## config.mk

```make
export PLATFORM = sky130hd
export DESIGN_NAME = regfile_wb_arbiter_flat
export DESIGN_NICKNAME = d
export VERILOG_FILES = /design/src/rtl/regfile_pkg.sv /design/src/rtl/regfile_wb_arbiter_if.sv /design/src/rtl/regfile_wb_arbiter_rr_arbiter.sv /design/src/rtl/regfile_wb_arbiter.sv /design/src/flat_wrapper.sv
export SDC_FILE = /design/constraint.sdc
export NUM_CORES = 1
export LEC_CHECK = 0
export CAP_MARGIN = 30
export CORE_ASPECT_RATIO = 0.5
export CORE_UTILIZATION = 35
export DETAILED_ROUTE_END_ITERATION = 7
export MAX_ROUTING_LAYER = met4
export PLACE_DENSITY = 0.73
export SETUP_SLACK_MARGIN = 0.15
export SKIP_CTS_REPAIR_TIMING = 1
export SLEW_MARGIN = 20
export SYNTH_ARGS = -nofsm -noshare
export SYNTH_HDL_FRONTEND = slang
export SYNTH_SLANG_ARGS = --single-unit
```

## constraint.sdc

```tcl
create_clock -name clock -period 4.5 [get_ports clock]
set_clock_uncertainty 0.05 [all_clocks]
set_input_delay 1.35 -clock clock [delete_from_list [all_inputs] [get_ports clock]]
set_output_delay 1.35 -clock clock [all_outputs]
set_load 0.005 [all_outputs]
```

## src/rtl/regfile_pkg.sv

```systemverilog
// Shared register-file definitions used by the writeback arbiter and its clients.
package regfile_pkg;

  localparam int XLEN   = 32;
  localparam int REG_AW = 5;

  localparam logic [REG_AW-1:0] REG_ZERO = 5'd0;

  typedef struct packed {
    logic              valid;
    logic [REG_AW-1:0] rd;
    logic [XLEN-1:0]   data;
  } wb_req_t;

endpackage

```

## src/rtl/regfile_wb_arbiter_if.sv

```systemverilog
// Writeback request bundle: NUM_REQ valid/ready channels carrying a destination register and data.
interface regfile_wb_arbiter_if #(
  parameter int NUM_REQ = 3,
  parameter int XLEN    = 32,
  parameter int REG_AW  = 5
);

  logic [NUM_REQ-1:0]             req_valid;
  logic [NUM_REQ-1:0][REG_AW-1:0] req_reg;
  logic [NUM_REQ-1:0][XLEN-1:0]   req_data;
  logic [NUM_REQ-1:0]             req_ready;

  modport master (
    output req_valid, req_reg, req_data,
    input  req_ready
  );

  modport slave (
    input  req_valid, req_reg, req_data,
    output req_ready
  );

endinterface

```

## src/rtl/regfile_wb_arbiter_rr_arbiter.sv

```systemverilog
// Combinational round-robin arbiter: the requester just after last_grant has top priority.
module rr_arbiter #(
  parameter int NUM_REQ = 3
) (
  input  logic [NUM_REQ-1:0]         req,
  input  logic                       enable,
  input  logic [$clog2(NUM_REQ)-1:0] last_grant,
  output logic [NUM_REQ-1:0]         grant
);

  int   idx;
  logic found;

  always_comb begin
    grant = '0;
    found = 1'b0;
    idx   = 0;
    for (int i = 1; i <= NUM_REQ; i++) begin
      idx = int'(last_grant) + i;
      if (idx >= NUM_REQ) idx = idx - NUM_REQ;
      if (enable && !found && req[idx]) begin
        grant[idx] = 1'b1;
        found      = 1'b1;
      end
    end
  end

endmodule

```

## src/rtl/regfile_wb_arbiter.sv

```systemverilog
// Round-robin write-port arbiter for the register file with a registered output stage.
// Optional WB_ARB_PERF_EN adds per-requester saturating stall counters (stall_cnt).
module regfile_wb_arbiter #(
  parameter int NUM_REQ = 3,
  parameter int XLEN    = 32,
  parameter int REG_AW  = 5
) (
  input  logic                    clock,
  input  logic                    reset_n,
  regfile_wb_arbiter_if.slave     req_if,
  input  logic                    wb_hold,
  output logic                    regwrite,
  output logic [REG_AW-1:0]       write_reg,
  output logic [XLEN-1:0]         write_data
`ifdef WB_ARB_PERF_EN
  , output logic [NUM_REQ-1:0][15:0] stall_cnt
`endif
);

  import regfile_pkg::*;

  localparam int PTR_W = $clog2(NUM_REQ);

  logic [PTR_W-1:0]   last_grant;
  logic [PTR_W-1:0]   gnt_idx_p0;
  logic [NUM_REQ-1:0] grant_p0;
  logic               vld_p0;
  logic               vld_p1;
  logic [REG_AW-1:0]  reg_p1;
  logic [XLEN-1:0]    data_p1;

  // Gating by reset_n keeps req_ready low for the whole reset window.
  rr_arbiter #(.NUM_REQ(NUM_REQ)) u_rr (
    .req        (req_if.req_valid),
    .enable     (!wb_hold && reset_n),
    .last_grant (last_grant),
    .grant      (grant_p0)
  );

  assign req_if.req_ready = grant_p0;
  assign vld_p0           = |grant_p0;

  always_comb begin
    gnt_idx_p0 = '0;
    for (int i = 0; i < NUM_REQ; i++)
      if (grant_p0[i]) gnt_idx_p0 = PTR_W'(i);
  end

  // ---- stage p0 -> p1: pointer update and output capture ----
  always_ff @(posedge clock or negedge reset_n) begin
    if (!reset_n) begin
      last_grant <= PTR_W'(NUM_REQ - 1);
      vld_p1     <= 1'b0;
      reg_p1     <= '0;
      data_p1    <= '0;
    end else if (vld_p0) begin
      last_grant <= gnt_idx_p0;
      reg_p1     <= req_if.req_reg[gnt_idx_p0];
      data_p1    <= req_if.req_data[gnt_idx_p0];
      vld_p1     <= (req_if.req_reg[gnt_idx_p0] != REG_AW'(REG_ZERO));
    end else begin
      vld_p1     <= 1'b0;
    end
  end

  assign regwrite   = vld_p1;
  assign write_reg  = reg_p1;
  assign write_data = data_p1;

`ifdef WB_ARB_PERF_EN
  function automatic logic [15:0] sat_inc(input logic [15:0] v);
    return (v == 16'hFFFF) ? v : v + 16'd1;
  endfunction

  always_ff @(posedge clock or negedge reset_n) begin
    if (!reset_n) begin
      stall_cnt <= '0;
    end else begin
      for (int k = 0; k < NUM_REQ; k++)
        if (req_if.req_valid[k] && !grant_p0[k])
          stall_cnt[k] <= sat_inc(stall_cnt[k]);
    end
  end
`endif

endmodule

```

## src/flat_wrapper.sv

```systemverilog
// flat-port wrapper written by rule: the top's interface ports become plain ports
module regfile_wb_arbiter_flat import regfile_pkg::*;
#(
  parameter int NUM_REQ = 3,
  parameter int XLEN    = 32,
  parameter int REG_AW  = 5
)
  (clock, reset_n, wb_hold, regwrite, write_reg, write_data, req_if_req_valid, req_if_req_reg, req_if_req_data, req_if_req_ready);
  regfile_wb_arbiter_if #(.NUM_REQ(NUM_REQ), .XLEN(XLEN), .REG_AW(REG_AW)) req_if_i ();
  input  logic clock;
  input  logic reset_n;
  input  logic wb_hold;
  output logic regwrite;
  output logic [REG_AW-1:0] write_reg;
  output logic [XLEN-1:0] write_data;
  input wire logic [$bits(req_if_i.req_valid)-1:0] req_if_req_valid;
  input wire logic [$bits(req_if_i.req_reg)-1:0] req_if_req_reg;
  input wire logic [$bits(req_if_i.req_data)-1:0] req_if_req_data;
  output wire logic [$bits(req_if_i.req_ready)-1:0] req_if_req_ready;
  assign req_if_i.req_valid = req_if_req_valid;
  assign req_if_i.req_reg = req_if_req_reg;
  assign req_if_i.req_data = req_if_req_data;
  assign req_if_req_ready = req_if_i.req_ready;
  regfile_wb_arbiter #(.NUM_REQ(NUM_REQ), .XLEN(XLEN), .REG_AW(REG_AW)) u_core (.clock(clock), .reset_n(reset_n), .req_if(req_if_i), .wb_hold(wb_hold), .regwrite(regwrite), .write_reg(write_reg), .write_data(write_data));
endmodule
```

==> results of run 1 <==
synth_stat cells (all sizes together):
library cell   n
a221oi         1
o2111ai        1
o21ai         42
o22ai          1
dfrtp         39
nor3           2
o41a           1
dfstp          1
clkbuf        23
nor2           6
nor4b          1
nand3         38
o311ai         1
nand2b         3
nand3b         1
o31a           2
nand2          3
a211o          1
a21o           2
or4            1
a21oi          2
ha             4
a221o          1
inv            9
nor3b          1
a211oi        40
nor2b          2
and4           1
o31ai          1
o221ai         1
a31oi         37
a31o           1
mux2          39
buf           15
path summary, 6_finish.rpt:
path / start / to / slack, ns / cells after the start
worst max-delay path: req_if_req_valid[1] / req_if_req_ready[2] / 0.45 / 8
worst min-delay path: u_core.write_data[9] / u_core.write_data[9] / 0.46 / 1
worst max register to register: u_core.last_grant[1] / u_core.write_reg[2] / 0.92 / 11
worst min register to register: u_core.write_data[9] / u_core.write_data[9] / 0.46 / 1
max in group asynchronous: reset_n / u_core.last_grant[1] / 2.89 / 2
min in group asynchronous: reset_n / u_core.write_data[13] / 1.15 / 2
metrics by stage:
stage	hold WS, ns	util, %
2_1_floorplan	0.4554	-
3_3_place_gp	0.4389	59.02
3_5_place_dp	0.4443	59.02
4_1_cts	0.4592	61.15
5_1_grt	0.4708	62.04
6_report	0.4560	62.04
kinds of logic after synthesis:
family / after synthesis / synth area share (%)
flops: 40 / 34.51
fa+ha+maj: 4 / 1.723
buf+inv: 47 / 6.980
compound gates: 135 / 30.63
simple gates: 59 / 10.90
mux: 39 / 15.25
critical path: stages:
cell,delay (ns)
dlymetal6s2s_1,0.17
mux2_4,0.29
nor3_2,0.17
buf_4,0.16
o311ai_4,0.11
a21o_1,0.20
inv_1,0.07
dlymetal6s2s_1,0.12
area by class of cell:
class / instances / area (um^2) / share of cell area [%]
repair buffers: 188 / 1822 / 36.57
multi-input cells: 237 / 1812 / 36.37
flip-flops and latches: 40 / 1002 / 20.12
well taps: 112 / 140.1 / 2.813
clock buffers: 5 / 125.1 / 2.512
clock inverters: 3 / 46.29 / 0.9294
inverters: 9 / 33.78 / 0.6782
per-layer routing:
metal	vias to the layer above	track usage, %	wire length, um
met5	-	-	0
met4	0	9.195	260
met3	20	4.288	576
met2	134	39.62	5146
met1	1640	34.06	4996
li1	1572	-	-
placed cells by master, fill, tap and decap left out, drive strengths merged, types with 2 or more instances in the layout:
master / synthesis / final
dlymetal6s2s: 0 / 6
dfrtp: 39 / 39
a21o: 2 / 2
o21ai: 42 / 42
nand3: 38 / 38
clkdlybuf4s50: 0 / 149
inv: 9 / 10
buf: 15 / 32
a211oi: 40 / 40
a21oi: 2 / 2
a31oi: 37 / 37
nor3: 2 / 2
nand2: 3 / 3
clkbuf: 23 / 6
mux2: 39 / 39
o31a: 2 / 2
nor2: 6 / 6
nand2b: 3 / 3
ha: 4 / 4
nor2b: 2 / 2
where the power goes:
group / switching [mW] / internal [mW] / total (mW)
Combinational: 0.677 / 0.867 / 1.54
Clock: 0.159 / 0.264 / 0.422
Sequential: 0.0957 / 0.553 / 0.649
==> metrics.md, run 1 <==
| Metric | Value |
|---|---|
| Routability Congestion | ~0.89 |
| Sequential cell area fraction in the yosys report | 34.51% |
| DIE HEIGHT | between 60 and 70 um |
| Synthesis-to-finish area growth | 71.52% |
| Register bit total from synthesis | 40 |
| CTS Sinks | 40 |
| Cell taking the most area after synthesis | dfrtp_1 |
| Total grt overflow | 0 |
| Site Rows | 23 |
| Detailed-route DRC error count | 0 |
| Drt first pass iters | 4 |
| Library cells used by synthesis | 41 |
| Fmax | 0.2472 GHz |
| Critical path endpoint category | primary output |
| Peak VDD IR | a little under 0.3 mV |
| Crit path DAT | about 2.7 ns |
| Vias in the first global route | around 3.1k |
| First-pass GRT wire length | 16370 um |
| Max reg flops | 32 |
| Final Cycle Share | between 80 and 90% |
| Setup TNS | 0 ns |
| Detailed placer's ending HPWL | between 7000 and 8000 um |
| Largest net degree at the start of global routing | 41 |
| Max Root-Sink Buffers | 2 |
| Clock-pin slew on the worst setup and hold paths | around 0.070 ns |
| Non-filler cells, final | between 500 and 600 |
| Worst-skew pair later-pin latency | just under 0.3 ns |
| Vias | roughly 3.4k |
| Syn nets | ~450 |
| Port Buffers | between 150 and 200 |
| CTS tree | built |
| Setup WS pre-CTS | -0.2407 ns |
| Ranking of synthesized cells by area | dfrtp_1 (34%), mux2_2 (15%), a211oi_1 (10%) |
| Starting Density | between 30% and 40% |
| Htree depth | 2 |
| Power Density | approximately 530 mW/mm^2 |
| Syn avg cell area | around 9 um^2 |
| Placeable Area | 0.008029 mm^2 |
| Relative slew slack | 55.28% |
| Die X | 130.8 um |
| Fin area | 0.004981 mm^2 |
| Initial drt markers | 196 |
| Tmin final | 4.045 ns |
| Layout cells sized above 1 | roughly 20% |
| Lkg Pwr | between 1.5 and 2 nW |
| Max Cap Violations | 0 |
| Die area | 0.008688 mm^2 |
| Diode count | 0 |
| Clk root buf | clkbuf_16 |
| Post-synth top area share | about a third |
| Vias/cell | between 5 and 6 |
| Final setup violation count | 0 |
| Mapped Area | just under 0.003 mm^2 |
| GRT Total Usage | between 20% and 30% |
| Total Power | 2.616 mW |
| ANT nets after route | 0 |
| Final WL | 10980 um |
| Max Slew Vio Count | 0 |
| I/O pin count | 158 |
| Initial antenna violation count | 0 |
| RSZ-0062 raised after global routing | no |
| Syn. warnings | 0 |
| Fill cells | ~690 |
| Avg WL per Cell | between 15 and 20 um |
| Outcome | complete, no violations |
| CTS buffer count | 5 |
| CP Max Fanout | 5 |
| Setup WS post-layout | about 0.45 ns |
| Fin nets | around 600 |
| Placement Cell Area | around 0.0047 mm^2 |
| Syn Inst Count | around 320 |
| Worst-Margin Slew | between 0.6 and 0.7 ns |
| CP Launch Type | input port |
| Post-Place Cells | between 500 and 600 |
| CP Data Required Time | between 3 and 4 ns |
| Hold/Removal Path Class | flip-flop to flip-flop |
| Fin. Hold Viols | 0 |
| CP Class | input port to primary output |
Power figures use the tool's default switching activity.
==> run 2, diff against run 1 <==
CORE_UTILIZATION = 40   (was 35)
CTS_CLUSTER_DIAMETER = 200   (was not set)
PLACE_DENSITY = 0.82   (was 0.73)
==> metrics.md, run 2 (synthesis results as in run 1) <==
| Metric | Value |
|---|---|
| CP Max Fanout | 3 (was 5) |
| Synthesis-to-finish area growth | 71.00% (was 71.52%) |
| CP Launch Type | input port (unchanged) |
| Starting Density | 42.35% (was 36.17%) |
| Final WL | 11050 um (was 10980 um) |
| CTS tree | built (unchanged) |
| Vias/cell | 6.031 (was 5.667) |
| Setup WS pre-CTS | -0.2214 ns (was -0.2407 ns) |
| GRT met1 Usage | 36.88% (was 34.06%) |
| Hold/Removal Path Class | flip-flop to flip-flop (unchanged) |
| I/O pin count | 158 (unchanged) |
| Total grt overflow | 0 (unchanged) |
| Most frequent cells in the layout | clkdlybuf4s50_1 (150), a211oi_1 (39), o21ai_0 (39), dfrtp_1 (39), nand3_1 (38) (was clkdlybuf4s50_1 (149), o21ai_0 (40), a211oi_1 (39), dfrtp_1 (39), nand3_1 (38)) |
| ANT nets after route | 0 (unchanged) |
| Die area | 0.007626 mm^2 (was 0.008688 mm^2) |
| Final Cycle Share | 90.84% (was 89.89%) |
| CTS buffer count | 5 (unchanged) |
| Detailed placer's ending HPWL | 7349 um (was 7277 um) |
| GRT met3 Usage | 6.250% (was 4.288%) |
| Lkg Pwr | 1.963 nW (was 1.957 nW) |
| Clk root buf | clkbuf_16 (unchanged) |
| Final setup violation count | 0 (unchanged) |
| Fin. Hold Viols | 0 (unchanged) |
| Peak VDD IR | 0.2287 mV (was 0.2981 mV) |
| First-pass GRT wire length | 17370 um (was 16370 um) |
| CP Data Required Time | 3.10 ns (about the same) |
| Commonest non-fill, non-tap cell in the layout | clkdlybuf4s50_1 (unchanged) |
| CTS Sinks | 40 (unchanged) |
| Detailed-route DRC error count | 0 (unchanged) |
| Fmax | 0.2446 GHz (was 0.2472 GHz) |
| RSZ-0062 raised after global routing | no (unchanged) |
| Worst-Margin Slew | 0.8625 ns (was 0.6708 ns) |
| Drt first pass iters | 7 (was 4) |
| Initial antenna violation count | 0 (unchanged) |
| Largest net degree at the start of global routing | 41 (unchanged) |
| Die X | 122.5 um (was 130.8 um) |
| Critical path endpoint category | primary output (unchanged) |
| Fin nets | 601 (was 602) |
| Setup WS post-layout | 0.4124 ns (was 0.4547 ns) |
| Avg WL per Cell | 19.28 um (was 18.48 um) |
| Initial drt markers | 313 (was 196) |
| Max reg flops | 32 (unchanged) |
| GRT Total Usage | 29.58% (was 25.70%) |
| WHS | 0.4547 ns (was 0.4560 ns) |
| Fill cells | 510 (was 687) |
| Max Root-Sink Buffers | 2 (unchanged) |
| Clock-pin slew on the worst setup and hold paths | 0.05 ns (was 0.07 ns) |
| Layout cells sized above 1 | 18.92% (was 20.33%) |
| Port Buffers | 157 (unchanged) |
| Outcome | complete, no violations (unchanged) |
| Max Cap Violations | 0 (unchanged) |
| Htree depth | 2 (unchanged) |
| DIE HEIGHT | 62.25 um (was 66.41 um) |
| Diode count | 0 (unchanged) |
| Site Rows | 21 (was 23) |
| Vias in the first global route | 3423 (was 3060) |
| Placeable Area | 0.006858 mm^2 (was 0.008029 mm^2) |
| Routability Congestion | 0.9883 (was 0.8943) |
| Worst-skew pair later-pin latency | 0.27 ns (was 0.29 ns) |
| CP Class | input port to primary output (unchanged) |
| Met2 usage | 47.96% (was 39.62%) |
| Power Density | 534.9 mW/mm^2 (was 525.1 mW/mm^2) |
| Relative slew slack | 42.48% (was 55.28%) |
| Max Slew Vio Count | 0 (unchanged) |
| Tmin final | 4.088 ns (was 4.045 ns) |
| Vias | 3456 (was 3366) |
| GRT Max-Usage Layer | met2 (unchanged) |
| Crit path DAT | 2.69 ns (was 2.65 ns) |
run 2: through the flow:
step / instance area [um^2] / cells / utilization (%) / power, mW / TNS, ns
floorplan: 2904 / 324 / - / 1.412 / 0
detailed placement: 4723 / 563 / 68.87 / 2.174 / -0.6037
CTS: 4906 / 571 / 71.54 / 2.622 / -0.6182
global route: 4966 / 573 / 72.41 / 2.821 / 0
finish: 4966 / 573 / 72.41 / 2.656 / 0
global placement: 4723 / 563 / 68.87 / 2.139 / -0.5102
run 2: area by class of cell:
class	instances	area, um^2	area share (%)
Tap cell	92	115.1	2.318
Clock buffer	7	152.6	3.074
Clock inverter	1	30.03	0.6047
Multi-Input combinational cell	237	1797	36.18
Inverter	9	33.78	0.6803
Sequential cell	40	1002	20.18
Timing Repair Buffer	187	1836	36.96
run 2: critical path, stage by stage:
cell             delay, ns
clkdlybuf4s50_1       0.43
nor2b_1               0.23
nand2_1               0.15
a221oi_4              0.24
nor2_1                0.11
inv_1                 0.06
dlymetal6s2s_1        0.12
run 2: per-layer routing:
metal | vias to the layer above | routed length, um
met5 | - | 0
met4 | 0 | 214
met3 | 20 | 778
met2 | 165 | 5379
met1 | 1705 | 4678
li1 | 1566 | -
run 2: worst paths after layout:
check,startpoint,endpoint,slack (ns),cells past startpoint
max,wb_hold,req_if_req_ready[1],0.41,7
min,u_core.write_data[17],u_core.write_data[17],0.45,1
max reg2reg,u_core.last_grant[1],u_core.regwrite,1.11,12
min reg2reg,u_core.write_data[17],u_core.write_data[17],0.45,1
max in group asynchronous,reset_n,u_core.last_grant[1],2.86,2
min in group asynchronous,reset_n,u_core.write_reg[2],1.16,2
run 2: report_power, final:
part	internal (mW)	switching (mW)
clock network	0.292	0.142
registers	0.554	0.0979
logic	0.872	0.699
total	1.72	0.939
==> run 3, diff against run 2 <==
SKIP_CTS_REPAIR_TIMING = not set   (was 1)
==> metrics.md, run 3 (synthesis results as in run 1) <==
| Metric | Value |
|---|---|
| Total grt overflow | 0 (unchanged) |
| Lkg Pwr | 1.903 nW (was 1.963 nW) |
| Commonest non-fill, non-tap cell in the layout | clkdlybuf4s50_1 (unchanged) |
| GRT Total Usage | 29.95% (was 29.58%) |
| Synthesis-to-finish area growth | 69.93% (was 71.00%) |
| Largest net degree at the start of global routing | 41 (unchanged) |
| Detailed-route DRC error count | 0 (unchanged) |
| Drt first pass iters | 4 (was 7) |
| Post-Place Cells | 563 (unchanged) |
| Vias/cell | 5.997 (was 6.031) |
| Fin. Hold Viols | 0 (unchanged) |
| Final Cycle Share | 94.64% (was 90.84%) |
| Crit path DAT | 2.86 ns (was 2.69 ns) |
| DIE HEIGHT | 62.25 um (unchanged) |
| RSZ-0062 raised after global routing | no (unchanged) |
| Placeable Area | 0.006858 mm^2 (unchanged) |
| Vias in the first global route | 3456 (was 3423) |
| Fmax | 0.2348 GHz (was 0.2446 GHz) |
| Port Buffers | 157 (unchanged) |
| Max incr delay on CP | 0.27 ns (was 0.43 ns) |
| Die area | 0.007626 mm^2 (unchanged) |
| Diode count | 0 (unchanged) |
| Initial drt markers | 290 (was 313) |
| CTS tree | built (unchanged) |
| Worst-skew pair later-pin latency | 0.27 ns (about the same) |
| Crit-path cells | dlygate4sd2_1 > buf_4 > nor4b_2 > buf_4 > o31a_1 > o21ai_1 > o21ai_1 > dlygate4sd2_1 (was clkdlybuf4s50_1 > nor2b_1 > nand2_1 > a221oi_4 > nor2_1 > inv_1 > dlymetal6s2s_1) |
| Starting Density | 42.35% (unchanged) |
| Final setup violation count | 0 (unchanged) |
| CP Max Fanout | 4 (was 3) |
| Initial antenna violation count | 0 (unchanged) |
| Max Slew Vio Count | 0 (unchanged) |
| Worst path slowest cell | o31a_1 (was clkdlybuf4s50_1) |
| Fill cells | 520 (was 510) |
| Worst-Margin Slew | 0.8975 ns (was 0.8625 ns) |
| Clk root buf | clkbuf_16 (unchanged) |
| Most frequent cells in the layout | clkdlybuf4s50_1 (150), a211oi_1 (39), o21ai_0 (39), dfrtp_1 (39), nand3_1 (38) (unchanged) |
| Htree depth | 2 (unchanged) |
| Vias | 3442 (was 3456) |
| Clock-pin slew on the worst setup and hold paths | 0.05 ns (about the same) |
| CP Data Required Time | 3.10 ns (about the same) |
| Fin nets | 602 (was 601) |
| CP Class | input port to primary output (unchanged) |
| CTS buffer count | 5 (unchanged) |
| Max Cap Violations | 0 (unchanged) |
| CTS Hold Bufs | 0 |
| CP Launch Type | input port (unchanged) |
| Relative slew slack | 40.15% (was 42.48%) |
| WHS | 0.4546 ns (was 0.4547 ns) |
| Final WL | 10810 um (was 11050 um) |
| Die X | 122.5 um (unchanged) |
| ANT nets after route | 0 (unchanged) |
| CTS Sinks | 40 (unchanged) |
| Peak VDD IR | 0.2296 mV (was 0.2287 mV) |
| Max reg flops | 32 (unchanged) |
| Power Density | 532.6 mW/mm^2 (was 534.9 mW/mm^2) |
| I/O pin count | 158 (unchanged) |
| Detailed placer's ending HPWL | 7349 um (unchanged) |
| Outcome | complete, no violations (unchanged) |
| Site Rows | 21 (unchanged) |
| Routability Congestion | 0.9883 (unchanged) |
| Non-filler cells, final | 574 (was 573) |
| Avg WL per Cell | 18.83 um (was 19.28 um) |
| Top delay family on crit path | buffers and inverters (unchanged) |
| Tmin final | 4.259 ns (was 4.088 ns) |
| Hold/Removal Path Class | flip-flop to flip-flop (unchanged) |
| Critical path endpoint category | primary output (unchanged) |
| Total Power | 2.628 mW (was 2.656 mW) |
| Worst Path Buf+Inv | 4 (was 3) |
| First-pass GRT wire length | 17600 um (was 17370 um) |
| Setup TNS | 0 ns (unchanged) |
| Max Root-Sink Buffers | 2 (unchanged) |
| Layout cells sized above 1 | 18.67% (was 18.92%) |
run 3: changes by cell type in the layout (fill, tap and decap cells not counted):
cell,change
o21ai_1,+1
buf_4,+1
a211oi_2,+1
a211oi_4,-1
dlymetal6s2s_1,-6
dlygate4sd2_1,+6
nor3_1,+1
nor3_2,-1
o21ai_2,-1
run 3: layer usage:
metal  routed length [um]  track usage [%]  vias up
met5                    0                -        -
met4                  275            9.909        0
met3                  733            5.699       24
met2                 5158            47.61      179
met1                 4641            38.27     1669
li1                     -                -     1570
run 3: worst paths after layout:
| kind | startpoint | to | slack (ns) | cells past startpoint |
|---|---|---|---|---|
| max reg2reg | u_core.last_grant[1] | u_core.regwrite | 1.12 | 12 |
| min in group asynchronous | reset_n | u_core.write_reg[2] | 1.15 | 2 |
| min reg2reg | u_core.write_data[15] | u_core.write_data[15] | 0.45 | 1 |
| max in group asynchronous | reset_n | u_core.last_grant[1] | 2.87 | 2 |
| max | req_if_req_valid[1] | req_if_req_ready[0] | 0.24 | 8 |
| min | u_core.write_data[15] | u_core.write_data[15] | 0.45 | 1 |
run 3: repair_timing:
action | 4_1_cts | 5_1_grt
buffers inserted | 3 | 0
gates resized for setup | 12 | 0
setup endpoints to repair | 3 | 0
hold endpoints to repair | 0 | 0
run 3: worst reg2reg max path: stages (launching register included):
cell	delay, ns
dfstp_2	0.54
inv_1	0.09
ha_1	0.35
buf_4	0.22
nand2_1	0.09
nor3_2	0.04
buf_4	0.16
o31a_1	0.32
buf_4	0.14
buf_4	0.24
or4_1	0.44
a31o_1	0.22
o41a_1	0.39
run 3: where the power goes:
group	internal, mW	switching, mW	leakage [nW]
clock	0.292	0.141	0.0901
sequential	0.554	0.0972	0.473
combinational	0.866	0.679	1.34
total	1.71	0.917	1.90
run 3: layout make-up:
| cell class | instances | area, um^2 | share of cell area (%) |
|---|---|---|---|
| multi-input cells | 237 | 1780 | 36.08 |
| repair buffers | 188 | 1821 | 36.89 |
| flip-flops and latches | 40 | 1002 | 20.31 |
| clock buffers | 7 | 152.6 | 3.093 |
| well taps | 92 | 115.1 | 2.333 |
| inverters | 9 | 33.78 | 0.6846 |
| clock inverters | 1 | 30.03 | 0.6085 |
run 3: metrics by stage:
| step | worst slack [ns] | util (%) | cell area (um^2) |
|---|---|---|---|
| detailed placement | -0.2214 | 68.87 | 4723 |
| CTS | 0.2467 | 71.96 | 4935 |
| global route | 0.1747 | 71.96 | 4935 |
| global placement | -0.1899 | 68.87 | 4723 |
| floorplan | 0.3379 | - | 2904 |
| finish | 0.2412 | 71.96 | 4935 |
